<file path="src/rtl/ndma_cfg_sub.sv">
// ndma_cfg_sub: OBI-style configuration slave for a simple DMA engine.
// Holds SRC/DST/LEN, launches the engine with a one-cycle start pulse and
// tracks BUSY/DONE with a level interrupt gated by IRQ_EN.
module ndma_cfg_sub #(
    parameter  int unsigned MaxTxSize = 256,
    localparam int unsigned LenBits   = $clog2(MaxTxSize) + 1
) (
    input  logic               clk_i,
    input  logic               rst_i,
    input  logic               cfg_req_i,
    input  logic               cfg_we_i,
    input  logic [31:0]        cfg_addr_i,
    input  logic [31:0]        cfg_wdata_i,
    output logic               cfg_gnt_o,
    output logic               cfg_rvalid_o,
    output logic [31:0]        cfg_rdata_o,
    output logic               cfg_err_o,
    output logic [31:0]        src_addr_o,
    output logic [31:0]        dst_addr_o,
    output logic [LenBits-1:0] len_o,
    output logic               start_o,
    input  logic               tx_done_i,
    output logic               irq_o
);

    localparam logic [7:0] OffSrc    = 8'h00;
    localparam logic [7:0] OffDst    = 8'h04;
    localparam logic [7:0] OffLen    = 8'h08;
    localparam logic [7:0] OffCtrl   = 8'h0C;
    localparam logic [7:0] OffStatus = 8'h10;

    typedef enum logic {
        S_IDLE,
        S_BUSY
    } state_e;

    state_e             state_q, state_d;
    logic [31:0]        src_q, src_d;
    logic [31:0]        dst_q, dst_d;
    logic [LenBits-1:0] len_q, len_d;
    logic               irq_en_q, irq_en_d;
    logic               done_q, done_d;
    logic               start_q, start_d;
    logic               rvalid_q, rvalid_d;
    logic               err_q, err_d;
    logic [31:0]        rdata_q, rdata_d;

    logic               busy;
    logic               start_req;  // accepted CTRL write with START=1
    logic               done_clr;   // STATUS write with DONE=1

    // Only the low byte of the address is decoded.
    logic unused_addr;
    assign unused_addr = ^cfg_addr_i[31:8];

    assign busy = (state_q == S_BUSY);

    // Register decode: writes, read data and error for the current request.
    // Misaligned offsets never match a label and fall into the error branch.
    always_comb begin
        src_d     = src_q;
        dst_d     = dst_q;
        len_d     = len_q;
        irq_en_d  = irq_en_q;
        rvalid_d  = cfg_req_i;
        rdata_d   = '0;
        err_d     = 1'b0;
        start_req = 1'b0;
        done_clr  = 1'b0;
        if (cfg_req_i) begin
            case (cfg_addr_i[7:0])
                OffSrc: begin
                    if (!cfg_we_i)  rdata_d = src_q;
                    else if (busy)  err_d   = 1'b1;
                    else            src_d   = cfg_wdata_i;
                end
                OffDst: begin
                    if (!cfg_we_i)  rdata_d = dst_q;
                    else if (busy)  err_d   = 1'b1;
                    else            dst_d   = cfg_wdata_i;
                end
                OffLen: begin
                    if (!cfg_we_i)
                        rdata_d = 32'(len_q);
                    else if (busy || (cfg_wdata_i > MaxTxSize))
                        err_d = 1'b1;
                    else
                        len_d = cfg_wdata_i[LenBits-1:0];
                end
                OffCtrl: begin
                    if (!cfg_we_i) begin
                        rdata_d = {30'd0, irq_en_q, 1'b0};
                    end else if (busy && cfg_wdata_i[0]) begin
                        // restart attempt while running: reject whole write
                        err_d = 1'b1;
                    end else begin
                        irq_en_d  = cfg_wdata_i[1];
                        start_req = cfg_wdata_i[0];
                    end
                end
                OffStatus: begin
                    if (!cfg_we_i) rdata_d  = {30'd0, done_q, busy};
                    else           done_clr = cfg_wdata_i[1];
                end
                default: err_d = 1'b1;
            endcase
        end
    end

    // Transfer FSM plus DONE bookkeeping; engine set of DONE beats W1C.
    always_comb begin
        state_d = state_q;
        start_d = 1'b0;
        done_d  = done_q;
        if (done_clr) done_d = 1'b0;
        case (state_q)
            S_IDLE: begin
                if (start_req) begin
                    if (len_q != '0) begin
                        state_d = S_BUSY;
                        start_d = 1'b1;
                        done_d  = 1'b0;
                    end else begin
                        // zero-length transfer completes immediately
                        done_d  = 1'b1;
                    end
                end
            end
            S_BUSY: begin
                if (tx_done_i) begin
                    state_d = S_IDLE;
                    done_d  = 1'b1;
                end
            end
            default: state_d = S_IDLE;
        endcase
    end

    // State registers with synchronous reset; reset drops any in-flight response.
    always_ff @(posedge clk_i) begin
        if (rst_i) begin
            state_q  <= S_IDLE;
            src_q    <= '0;
            dst_q    <= '0;
            len_q    <= '0;
            irq_en_q <= 1'b0;
            done_q   <= 1'b0;
            start_q  <= 1'b0;
            rvalid_q <= 1'b0;
            err_q    <= 1'b0;
            rdata_q  <= '0;
        end else begin
            state_q  <= state_d;
            src_q    <= src_d;
            dst_q    <= dst_d;
            len_q    <= len_d;
            irq_en_q <= irq_en_d;
            done_q   <= done_d;
            start_q  <= start_d;
            rvalid_q <= rvalid_d;
            err_q    <= err_d;
            rdata_q  <= rdata_d;
        end
    end

    assign cfg_gnt_o    = cfg_req_i;
    assign cfg_rvalid_o = rvalid_q;
    assign cfg_rdata_o  = rdata_q;
    assign cfg_err_o    = err_q;
    assign src_addr_o   = src_q;
    assign dst_addr_o   = dst_q;
    assign len_o        = len_q;
    assign start_o      = start_q;
    assign irq_o        = done_q & irq_en_q;

endmodule

</file>
<file path="config.mk">
export PLATFORM = sky130hd
export DESIGN_NAME = ndma_cfg_sub
export DESIGN_NICKNAME = d
export VERILOG_FILES = /design/src/rtl/ndma_cfg_sub.sv
export SDC_FILE = /design/constraint.sdc
export NUM_CORES = 1
export LEC_CHECK = 0
export CAP_MARGIN = 20
export CORE_MARGIN = 5
export CORE_UTILIZATION = 26
export DETAILED_ROUTE_END_ITERATION = 10
export DONT_BUFFER_PORTS = 1
export GPL_TIMING_DRIVEN = 0
export PLACE_DENSITY_LB_ADDON = 0.05
export SYNTH_ARGS = -nofsm -noshare
export SYNTH_HDL_FRONTEND = slang
export SYNTH_SLANG_ARGS = --single-unit
</file>
<file path="constraint.sdc">
create_clock -name clk_i -period 2.6 [get_ports clk_i]
set_input_delay 0.65 -clock clk_i [delete_from_list [all_inputs] [get_ports clk_i]]
set_output_delay 0.65 -clock clk_i [all_outputs]
set_load 0.05 [all_outputs]
</file>
==> results by stage, run 1 <==
Route:
- The total number of vias is 3491.
- The final layout contains routed wiring with a total length of 15.44 mm.
- The number of iterations in the first detailed-routing pass is 6.
- In this run, the number of DRC markers left after iteration 0 of detailed routing was 198.
- The remaining number of nets flagged by the antenna check after routing is 0.
- Using the TritonRoute via totals, the vias-per-cell ratio works out to 4.903.
- The detailed-route wire length per cell is 21.68 um.
- In the routed design, unresolved DRC markers number 0.

Placement:
- The placed cell area is 4633 um^2.
- Input and output buffers added on the ports amount to 0.
- The congestion estimate from routability-driven global placement came to 0.7365.
- Once detailed placement completed, the half-perimeter wirelength came to 11.20 mm.

Logic synthesis:
- By area, the combinational part of the netlist is dominated by simple AND/OR/NAND/NOR gates.
- After synthesis, flip-flops and latches occupy 50.99% of the total area.
- The number of instances in the synthesized netlist is 476.
- After Yosys synthesis, and, or, nand and nor cells account for 21.36% of the synthesized area.
- In this run the cell area of the synthesized design comes to 4358 um^2.
- After synthesis the netlist holds a flip-flop and latch count of 111.
- The total of warnings raised by yosys is 0.
- Measured against the total synthesized area, the mux share comes to 11.92%.
- The average instance area after synthesis is 9.155 um^2.
- The XOR/XNOR share of the synthesized area is 0%.
- The synthesized netlist devotes 11.46% of its cell area to compound gates.
- The number of unique standard cell types used by synthesis is 37.
- The synthesized net count is 545.
- Summing the areas of all fa, ha and maj instances in the mapped netlist gives 0% of the synthesized area.

Hold path:
- The type of the worst min-delay path is input port to flip-flop.

STA:
- The clock period minus final worst setup slack is 2450 ps.
- The final-report max-slew violation count was 0.
- The setup clock skew after layout is 9.399 ps.
- Headroom to the max-slew limit came out at 45.18%.
- The maximum achievable frequency is 408.1 MHz.
- The number of setup violations in the final report is 0.
- The post-route clock period utilization is 94.24%.
- The final count of hold timing violations is 0.
- The setup TNS is 0 ps.
- Setup repair after global routing left no endpoint under its margin.
- The transition time of the tightest slew-check pin is 814.8 ps.

Floorplan:
- The initial cell density of the core is 26.37%.
- After floorplanning, the core was divided into 47 placement rows.
- The width of the chip is 139.5 um.
- The die area is 19450 um^2.
- The area of the core is 16520 um^2.
- Pin placement for this block handled 179 I/O pins.
- Measured along the y axis, the die boundary spans 139.5 um.

Power:
- Dividing total power by cell area gives a power density of 646.1 nW/um^2.
- The worst vdd rail ir drop is 0.2897 mV.
- Power comes to 0.003177 W.
- Summed over all cells, the static leakage comes to 1.534 nW.

Setup path:
- The signal on the critical path passes through clkbuf_1 > nor4bb_1 > and3_1 > clkbuf_1 > buf_1 > nand2_1 > a21oi_1.
- The critical path in this run is classified as input port to flip-flop.
- The critical path startpoint category is an input port.
- The slowest cell on the critical path is buf_1.
- The sum of buffers and inverters on the critical path is 3.
- In this design, the largest share of critical-path delay is due to buffers and inverters.
- The element type at the critical path end is a flip-flop.
- The largest stage delay on the critical path is 530 ps.
- The maximum fanout count along the critical path is 10.
- In this design, the critical path's most frequently occurring cell is clkbuf_1.
- The arrival time at the worst endpoint is 2740 ps.
- The worst endpoint required time is 2880 ps.

Cells and area:
- Cells fill 29.76% of the core in the end.
- The layout cell share with drive strength beyond 1 is 7.724%.
- Counting the fill cells in the layout gives 1760.
- The number of antenna repair diodes is 0.
- The area of all placed cells without fillers is 4917 um^2.
- The post-layout net count is 556.
- The area growth from synthesis to layout is 12.83%.
- The area of the multi-input gates is 1949 um^2.
- The area of all sequential standard cells is 2222 um^2.
- The most common cell after layout, fill and taps aside is dfxtp_1.
- The library cells used most frequently in the layout, excluding fill and tap cells, are dfxtp_1, nand2_1, nor2_1.

Global route:
- The via count of the first global-routing pass is 3470.
- The total congestion overflow is 0.
- Entering global routing, the biggest net connects 21 pins.
- The number of antenna violations at the first check in global routing is 0.
- Global routing used 15.73% of the available tracks across all layers.
- The first global-routing pass estimated 23.32 mm of wire.

Clocking:
- TritonCTS built the clock tree.
- The number of hold buffers added after CTS was 0.
- The buffer type at the clock tree root is clkbuf_16.
- The clock net in this run drives a total of 111 sinks.
- Once the clock tree was built, the setup fixing pass inserted 0 buffers.
- The clock transition at the registers of the reported paths is 90 ps.
- The clock latency on the worst-skew pair is 360 ps.
- Buffers inserted during clock tree synthesis total 9.
- The maximum count of clock buffers along a single path is 2.
- The H-tree generated during clock tree synthesis spans 3 levels.
- The number of gates resized after CTS was 0.

Outcome:
- The flow ran to the end, and the final reports show no timing, DRC or antenna violations.

Run:
- The tool flagged a number of max-cap violations equal to 0.
[worst register-to-register path: stages, from the launching register on]
cell and delay, ps:
dfxtp_1 300, clkbuf_1 240, nor4bb_1 500, and3_1 220, clkbuf_1 270, buf_1 540, nand2_1 130, a21oi_1 140
[through the flow]
step,hold WS (ps),std cells,setup WS (ps)
floorplan,567.3,476,332.9
global placement,660.5,696,-260.9
detailed placement,636.8,696,-228.3
CTS,397.7,712,163.3
global route,401.8,712,0.3249
finish,410.0,712,149.7
[layout make-up]
type,count,area share (%)
buffer,37,3.639
sequential,111,45.19
tap,220,5.598
clock inverter,7,1.196
clock buffer,9,4.580
multi-input combinational,326,39.64
inverter,2,0.1527
[power by group]
group          internal [W]  switching (W)
combinational     0.0000282      0.0000619
clock              0.000671       0.000706
sequential          0.00170      0.0000102
total               0.00240       0.000778
[layer usage]
| metal | wire (um) | GRT usage, % | vias up |
|---|---|---|---|
| met5 | 0 | 0 | - |
| met4 | 255 | 5.716 | 0 |
| met3 | 1295 | 5.283 | 16 |
| met2 | 7433 | 25.85 | 121 |
| met1 | 6452 | 19.19 | 1690 |
| li1 | - | - | 1664 |
[Yosys cell counts]
cell / count / area (um^2)
a21boi_0: 2 / 15.01
a21oi_1: 33 / 165.2
a221o_1: 1 / 10.01
a22oi_1: 31 / 232.7
a31oi_1: 2 / 12.51
and2_1: 2 / 12.51
and3_1: 3 / 18.77
and3b_1: 1 / 8.760
buf_2: 5 / 25.02
buf_4: 1 / 7.510
buf_6: 4 / 45.04
clkbuf_1: 27 / 101.4
dfxtp_1: 111 / 2222
inv_1: 2 / 7.510
mux2_2: 7 / 78.83
mux2i_1: 44 / 440.4
nand2_1: 71 / 266.5
nand2b_1: 21 / 131.4
nand3_1: 5 / 25.02
nand4_1: 1 / 6.260
nor2_1: 67 / 251.5
nor2b_1: 2 / 12.51
nor3_1: 6 / 30.03
nor4_1: 12 / 75.07
nor4_2: 1 / 12.51
nor4b_1: 1 / 8.760
nor4b_2: 1 / 15.01
nor4b_4: 1 / 23.77
nor4bb_1: 1 / 10.01
o211a_1: 1 / 10.01
o21ai_0: 3 / 15.01
o21ba_2: 1 / 10.01
o2bb2ai_1: 1 / 8.760
o41a_1: 1 / 11.26
o41ai_1: 1 / 8.760
or4_4: 1 / 11.26
or4bb_1: 1 / 11.26
[path summary, 6_finish.rpt]
path / endpoint / depth (start not counted) / slack (ps) / start
setup / recovery: src_addr_o[8] / 7 / 150 / cfg_addr_i[3]
hold / removal: src_addr_o[30] / 2 / 410 / cfg_wdata_i[30]
setup reg to reg: src_addr_o[8] / 7 / 180 / busy
hold reg to reg: cfg_rdata_o[1] / 3 / 650 / done_q
[flip-flops by register name, indices dropped and copies added (netlist names)]
signal / flops
dst_addr_o: 32
cfg_rvalid_o: 1
irq_en_q: 1
busy: 1
done_q: 1
src_addr_o: 32
len_o: 9
cfg_err_o: 1
cfg_rdata_o: 32
start_o: 1
[cells by family after synthesis]
| kind of cell | Yosys count |
|---|---|
| and+or+nand+nor | 198 |
| muxes | 51 |
| DFF | 111 |
| AOI/OAI and AO/OA | 77 |
| buffers and inverters | 39 |
Note: power is estimated with default switching activity, not from simulation.
==> run 2, diff against run 1 <==
--- a/config.mk
+++ b/config.mk
@@ -6,6 +6,7 @@
 export NUM_CORES = 1
 export LEC_CHECK = 0
 export CAP_MARGIN = 20
+export CORE_ASPECT_RATIO = 0.5
 export CORE_MARGIN = 5
 export CORE_UTILIZATION = 26
 export DETAILED_ROUTE_END_ITERATION = 10
==> results by stage, run 2 (synthesis gave the netlist of run 1 again) <==
Outcome:
- The flow ran to the end, and the final reports show no timing, DRC or antenna violations.

STA:
- The clock period minus final worst setup slack is 2402 ps.
- Hold timing on the final database bottoms out at a slack of 424.5 ps.
- Setup slack closes at 197.6 ps.
- Measured against its own limit, the worst slew margin works out to 49.05%.
- Clock skew on the completed layout was measured at 4.366 ps.
- The final-report max-slew violation count is 0.
- The final count of hold timing violations is 0.
- The transition time of the tightest slew-check pin is 764.2 ps.
- The number of setup violations in the final report is 0.
- In the finished design, the share of the clock period the worst path needs comes to 92.40%.
- The maximum achievable frequency is 416.3 MHz.
- Setup repair after global routing left no endpoint under its margin.

Placement:
- The number of placed cells counting well taps is 703.
- The count of buffers added on input and output ports is 0.
- Prior to clock tree synthesis, the placed netlist has a worst setup slack of -326.8 ps.
- Routability-driven placement finished with a final weighted congestion of 0.7465.
- After legalization and detailed placement, the total HPWL measured 11.68 mm.

Floorplan:
- The top-level port count is 179.
- The vertical extent of the die is 101.5 um.
- The die area is 19610 um^2.
- From left edge to right edge, the die measures 193.1 um.
- The core region is 16390 um^2.
- Row generation in the floorplan step produced 33 rows.
- Once the floorplan was initialized, standard cells occupied 26.59% of the core.

Setup path:
- Tracing the worst setup path back leads to its startpoint at cfg_addr_i[3].
- The element type at the critical path end is a flip-flop.
- The reg-to-reg critical path endpoint is dst_addr_o[11].
- For flop-to-flop paths, the worst setup slack is 240 ps.
- The end point of the critical path is dst_addr_o[11].
- The number of cells on the worst reg-to-reg path is 6.
- At the worst endpoint, the arrival time is 2620 ps.
- In this run the worst path has a maximum fanout of 10.
- The classification of the worst setup path is input port to flip-flop.
- STA classifies the critical path startpoint as an input port.
- The worst endpoint required time is 2820 ps.
- The startpoint of the lowest-slack register-to-register path is busy.

Global route:
- The via count of the first global-routing pass is 3539.
- The number of antenna violations at the first check in global routing is 0.
- The overall routing resource usage is 16.21%.
- The largest net degree at the start of global routing is 18.
- The first-pass GRT wire length is 23.60 mm.
- The total overflow left after global routing is 0.

Run:
- Across the run, the number of max-cap violations was 0.

Route:
- After detailed routing, the number of vias per cell comes to 4.730.
- For this run, design rule violations remaining after detail routing come to 0.
- The routed design uses 7.021 mm of met2 wire.
- The detailed-route wire length per cell is 22.04 um.
- The sum of routed wire length over all layers is 15.84 mm.
- For this block, wires on met1 add up to 7.211 mm.
- After detailed routing, no signal wire sits above met4.
- The total number of vias is 3401.
- The routed length on met3 is 1.527 mm.
- The count of nets left with antenna violations once routing finished came out at 0.
- The number of DRC violations after detailed-routing iteration 0 is 114.
- The first detailed-routing pass took 4 iterations.

Clocking:
- The number of clock buffers added by TritonCTS is 9.
- The post-cts sizing count is 0.
- Clock latency on the worst-skew pair, taken at its later pin, is 350 ps.
- The tree is rooted in a clkbuf_16.
- The CTS tree is built.
- The clock passes through at most 2 buffers.
- The post-CTS setup repair buffer count is 0.
- The number of buffers added to fix hold violations after cts is 0.
- The count of clock tree sinks is 111.
- The H-tree generated during clock tree synthesis spans 3 levels.
- The clock transition at the registers of the reported paths is 80 ps.

Cells and area:
- The number of antenna diodes in the final layout is 0.
- In the final design database the tool counted 556 nets.
- The layout cell share with drive strength beyond 1 is 7.724%.
- The most common cell after layout, fill and taps aside is dfxtp_1.
- The area growth from synthesis to layout is 14.47%.
- The number of filler instances in the final layout is 1768.
- Excluding fillers, the count of instances in the completed layout stands at 719.
- The utilization after layout is 30.43%.
- Leaving out fill and tap cells, the most frequent cells in the layout are dfxtp_1, nand2_1, nor2_1.

Power:
- Power spread over the standard cell area amounts to 682.4 nW/um^2.
- The worst vdd rail ir drop is 0.3049 mV.
- The leakage power figure is 1.559 nW.

Hold path:
- The type of the worst min-delay path is input port to flip-flop.
## run 2: changes by cell type in the layout (fill, tap and decap cells not counted), sizes merged
cell    previous run  this run
buf               11        10
bufinv             0         3
clkbuf            35        38
inv                7         2
## run 2: stage by stage
stage               area, um^2  power [W]  TNS [ps]
finish                    4989   0.003404         0
global route              4989   0.003547         0
CTS                       4981   0.003474         0
detailed placement        4642   0.001843    -10950
global placement          4642   0.001843    -12780
floorplan                 4358   0.001813         0
## run 2: power by group
group | internal, W | leakage (nW) | switching [W]
Combinational | 0.0000285 | 0.505 | 0.0000618
Sequential | 0.00170 | 0.894 | 0.00000962
Clock | 0.000946 | 0.160 | 0.000658
## run 2: final cells by class
class | count | area (um^2) | share of cell area (%)
clock inverters | 5 | 106.4 | 2.132
clock buffers | 11 | 232.7 | 4.665
well taps | 227 | 284.0 | 5.694
flip-flops and latches | 111 | 2222 | 44.54
inverters | 2 | 7.507 | 0.1505
plain buffers | 37 | 180.2 | 3.612
multi-input cells | 326 | 1956 | 39.20
## run 2: critical path, stage by stage
cell      delay, ps
clkbuf_1        260
nor4bb_1        580
nor4b_4         580
buf_6           270
mux2i_1         220
nor2_1           50
## run 2: worst min-delay path by stage
stage / slack, ps / depth (start not counted) / endpoint / startpoint
3_3_place_gp: 640 / 3 / cfg_rdata_o[1] / done_q
6_report: 420 / 2 / src_addr_o[7] / cfg_wdata_i[7]
3_5_place_dp: 630 / 3 / cfg_rdata_o[1] / done_q
4_1_cts: 410 / 2 / src_addr_o[30] / cfg_wdata_i[30]
2_1_floorplan: 570 / 3 / cfg_rdata_o[1] / done_q
5_1_grt: 400 / 2 / src_addr_o[19] / cfg_wdata_i[19]
## run 2: per-layer routing
layer	GRT usage (%)	up-vias
li1	-	1662
met1	21.70	1619
met2	24.76	111
met3	6.956	9
met4	2.991	0
met5	0	-
==> run 3, diff against run 2 <==
--- a/config.mk
+++ b/config.mk
@@ -6,13 +6,16 @@
 export NUM_CORES = 1
 export LEC_CHECK = 0
 export CAP_MARGIN = 20
+export CELL_PAD_IN_SITES_DETAIL_PLACEMENT = 1
+export CELL_PAD_IN_SITES_GLOBAL_PLACEMENT = 2
 export CORE_ASPECT_RATIO = 0.5
 export CORE_MARGIN = 5
-export CORE_UTILIZATION = 26
+export CORE_UTILIZATION = 30
 export DETAILED_ROUTE_END_ITERATION = 10
 export DONT_BUFFER_PORTS = 1
 export GPL_TIMING_DRIVEN = 0
 export PLACE_DENSITY_LB_ADDON = 0.05
+export SKIP_CTS_REPAIR_TIMING = 1
 export SYNTH_ARGS = -nofsm -noshare
 export SYNTH_HDL_FRONTEND = slang
 export SYNTH_SLANG_ARGS = --single-unit
==> results by stage, run 3 (synthesis gave the netlist of run 1 again) <==
Setup path:
- The critical path startpoint category is an input port.
- The maximum fanout count along the critical path is 10.
- The sum of buffers and inverters on the critical path is 2.
- The classification of the worst setup path is input port to flip-flop.
- The most numerous cell type found on the critical path is clkbuf_1.
- Data on the critical path is required at its endpoint by 2880 ps.
- The element type at the critical path end is a flip-flop.
- The category of cells accounting for the largest share of critical-path delay is simple AND/OR/NAND/NOR gates.
- Traced cell by cell, the critical path runs through clkbuf_1 > nand2b_1 > nor4_2 > clkbuf_1 > a22oi_1 > nor2_1.
- On the critical path, the stage with the largest delay is an instance of nor4_2.
- The arrival time at the worst endpoint is 2630 ps.
- On the worst path, the slowest cell contributes a delay of 570 ps.

Global route:
- Global routing finished with a remaining overflow of 0.
- The via count of the first global-routing pass is 3494.
- Global routing consumed, over all layers together, 17.60% of the routing resources.
- The first-pass GRT wire length is 22.85 mm.
- Entering global routing, the biggest net connects 19 pins.
- The number of antenna violations at the first check in global routing came to 0.

Floorplan:
- 179 I/O pins were placed.
- The die is 95.23 um tall.
- Once the floorplan was initialized, standard cells occupied 30.37% of the core.
- The width of the chip is 180.5 um.
- The total area inside the core boundary comes to 14350 um^2.
- The die covers 17180 um^2.
- The placement row count is 31.

STA:
- Headroom to the max-slew limit came out at 45.80%.
- The final count of hold timing violations came to 0.
- For the pin with the worst max-slew slack, the measured transition is 813.0 ps.
- The clock period minus final worst setup slack is 2358 ps.
- Dividing the final minimum period by the clock period gives 90.68%.
- Setup violations remaining at the end of the flow were counted as 0.
- Setup repair after global routing left no endpoint under its margin.
- The setup TNS is 0 ps.
- The maximum achievable frequency is 424.1 MHz.
- The final-report max-slew violation count is 0.
- Across the routed clock network, the largest skew measured is 12.23 ps.

Route:
- The highest routed metal layer is met4.
- In the final routed layout, each cell accounts on average for 22.52 um.
- The DRC violation count after routing is 0.
- The total number of vias is 3461.
- For this block, wires on met1 add up to 7.219 mm.
- The remaining number of nets flagged by the antenna check after routing is 0.
- The sum of routed wire length over all layers is 15.49 mm.
- The routed length on met3 is 1.527 mm.
- The length of routed met2 wiring is 6.650 mm.
- The detailed router finished its first iteration with 155 violations.
- For this run, the detailed router's first-pass iteration total came to 4.
- Using the TritonRoute via totals, the vias-per-cell ratio works out to 5.031.

Clocking:
- At the later pin of the worst-skew pair, clock insertion delay measures 350 ps.
- The count of clock tree sinks is 111.
- TritonCTS created 9 clock buffers.
- The maximum count of clock buffers along a single path is 2.
- The H-tree level count is 3.
- The clock transition at the registers of the reported paths is 80 ps.
- The tree is rooted in a clkbuf_16.
- The CTS tree is built.

Cells and area:
- The area of the multi-input gates is 1949 um^2.
- Registers take 2222 um^2.
- Measured on the finished design, the core utilization comes to 33.98%.
- After routing the design area is 4877 um^2.
- The area growth from synthesis to layout is 11.92%.
- The library cell used most frequently in the layout, excluding fill and tap cells, is dfxtp_1.
- The layout cell share with drive strength beyond 1 is 7.551%.
- In the layout the commonest cells are dfxtp_1, nand2_1, nor2_1.
- The post-layout net count is 556.
- The number of antenna repair diodes is 0.
- The number of filler instances in the final layout is 1686.

Placement:
- The final weighted congestion in routability-driven placement is 0.7150.
- The total half-perimeter wirelength after legalization and detailed placement is 11.40 mm.
- The count of input and output buffers is 0.
- The placed instances occupy a cell area of 4606 um^2.

Run:
- Across the run, the number of max-cap violations was 0.

Power:
- The leakage power figure is 1.528 nW.
- The worst vdd rail ir drop is 0.2593 mV.
- The sum of internal, switching and leakage power is 0.003133 W.
- In this run the power density over the cells is 642.3 nW/um^2.

Outcome:
- The flow ran to the end, and the final reports show no timing, DRC or antenna violations.

Hold path:
- The type of the worst min-delay path is input port to flip-flop.
==> run 3: metal layers <==
metal | GRT usage (%) | up-vias
li1 | - | 1656
met1 | 23.48 | 1686
met2 | 26.94 | 111
met3 | 7.851 | 8
met4 | 2.830 | 0
met5 | 0 | -
==> run 3: path summary, 6_finish.rpt <==
kind	end	start	slack, ps	cells past startpoint
worst max-delay path	cfg_rdata_o[10]	cfg_addr_i[2]	240	6
worst min-delay path	src_addr_o[19]	cfg_wdata_i[19]	420	2
worst max register to register	dst_addr_o[17]	busy	270	6
worst min register to register	cfg_rdata_o[1]	done_q	680	3
==> run 3: stage by stage <==
stage,setup slack [ps],instances,hold WS (ps)
2_1_floorplan,332.9,476,567.3
3_5_place_dp,-287.4,674,672.1
4_1_cts,65.60,688,417.9
3_3_place_gp,-284.3,674,669.5
5_1_grt,21.92,688,413.8
6_report,242.3,688,424.7
==> run 3: report_power, final <==
part	switching [W]	leakage (nW)	internal, W
clock network	0.000679	0.129	0.000654
registers	0.00000985	0.894	0.00170
logic	0.0000609	0.505	0.0000282
total	0.000750	1.53	0.00238
==> run 3: final cells by class <==
cell class              instances  share of cell area [%]
plain buffers                  37                   3.694
clock buffers                   9                   4.618
clock inverters                 5                  0.9236
inverters                       2                  0.1539
multi-input cells             326                   39.97
flip-flops and latches        111                   45.56
well taps                     198                   5.080
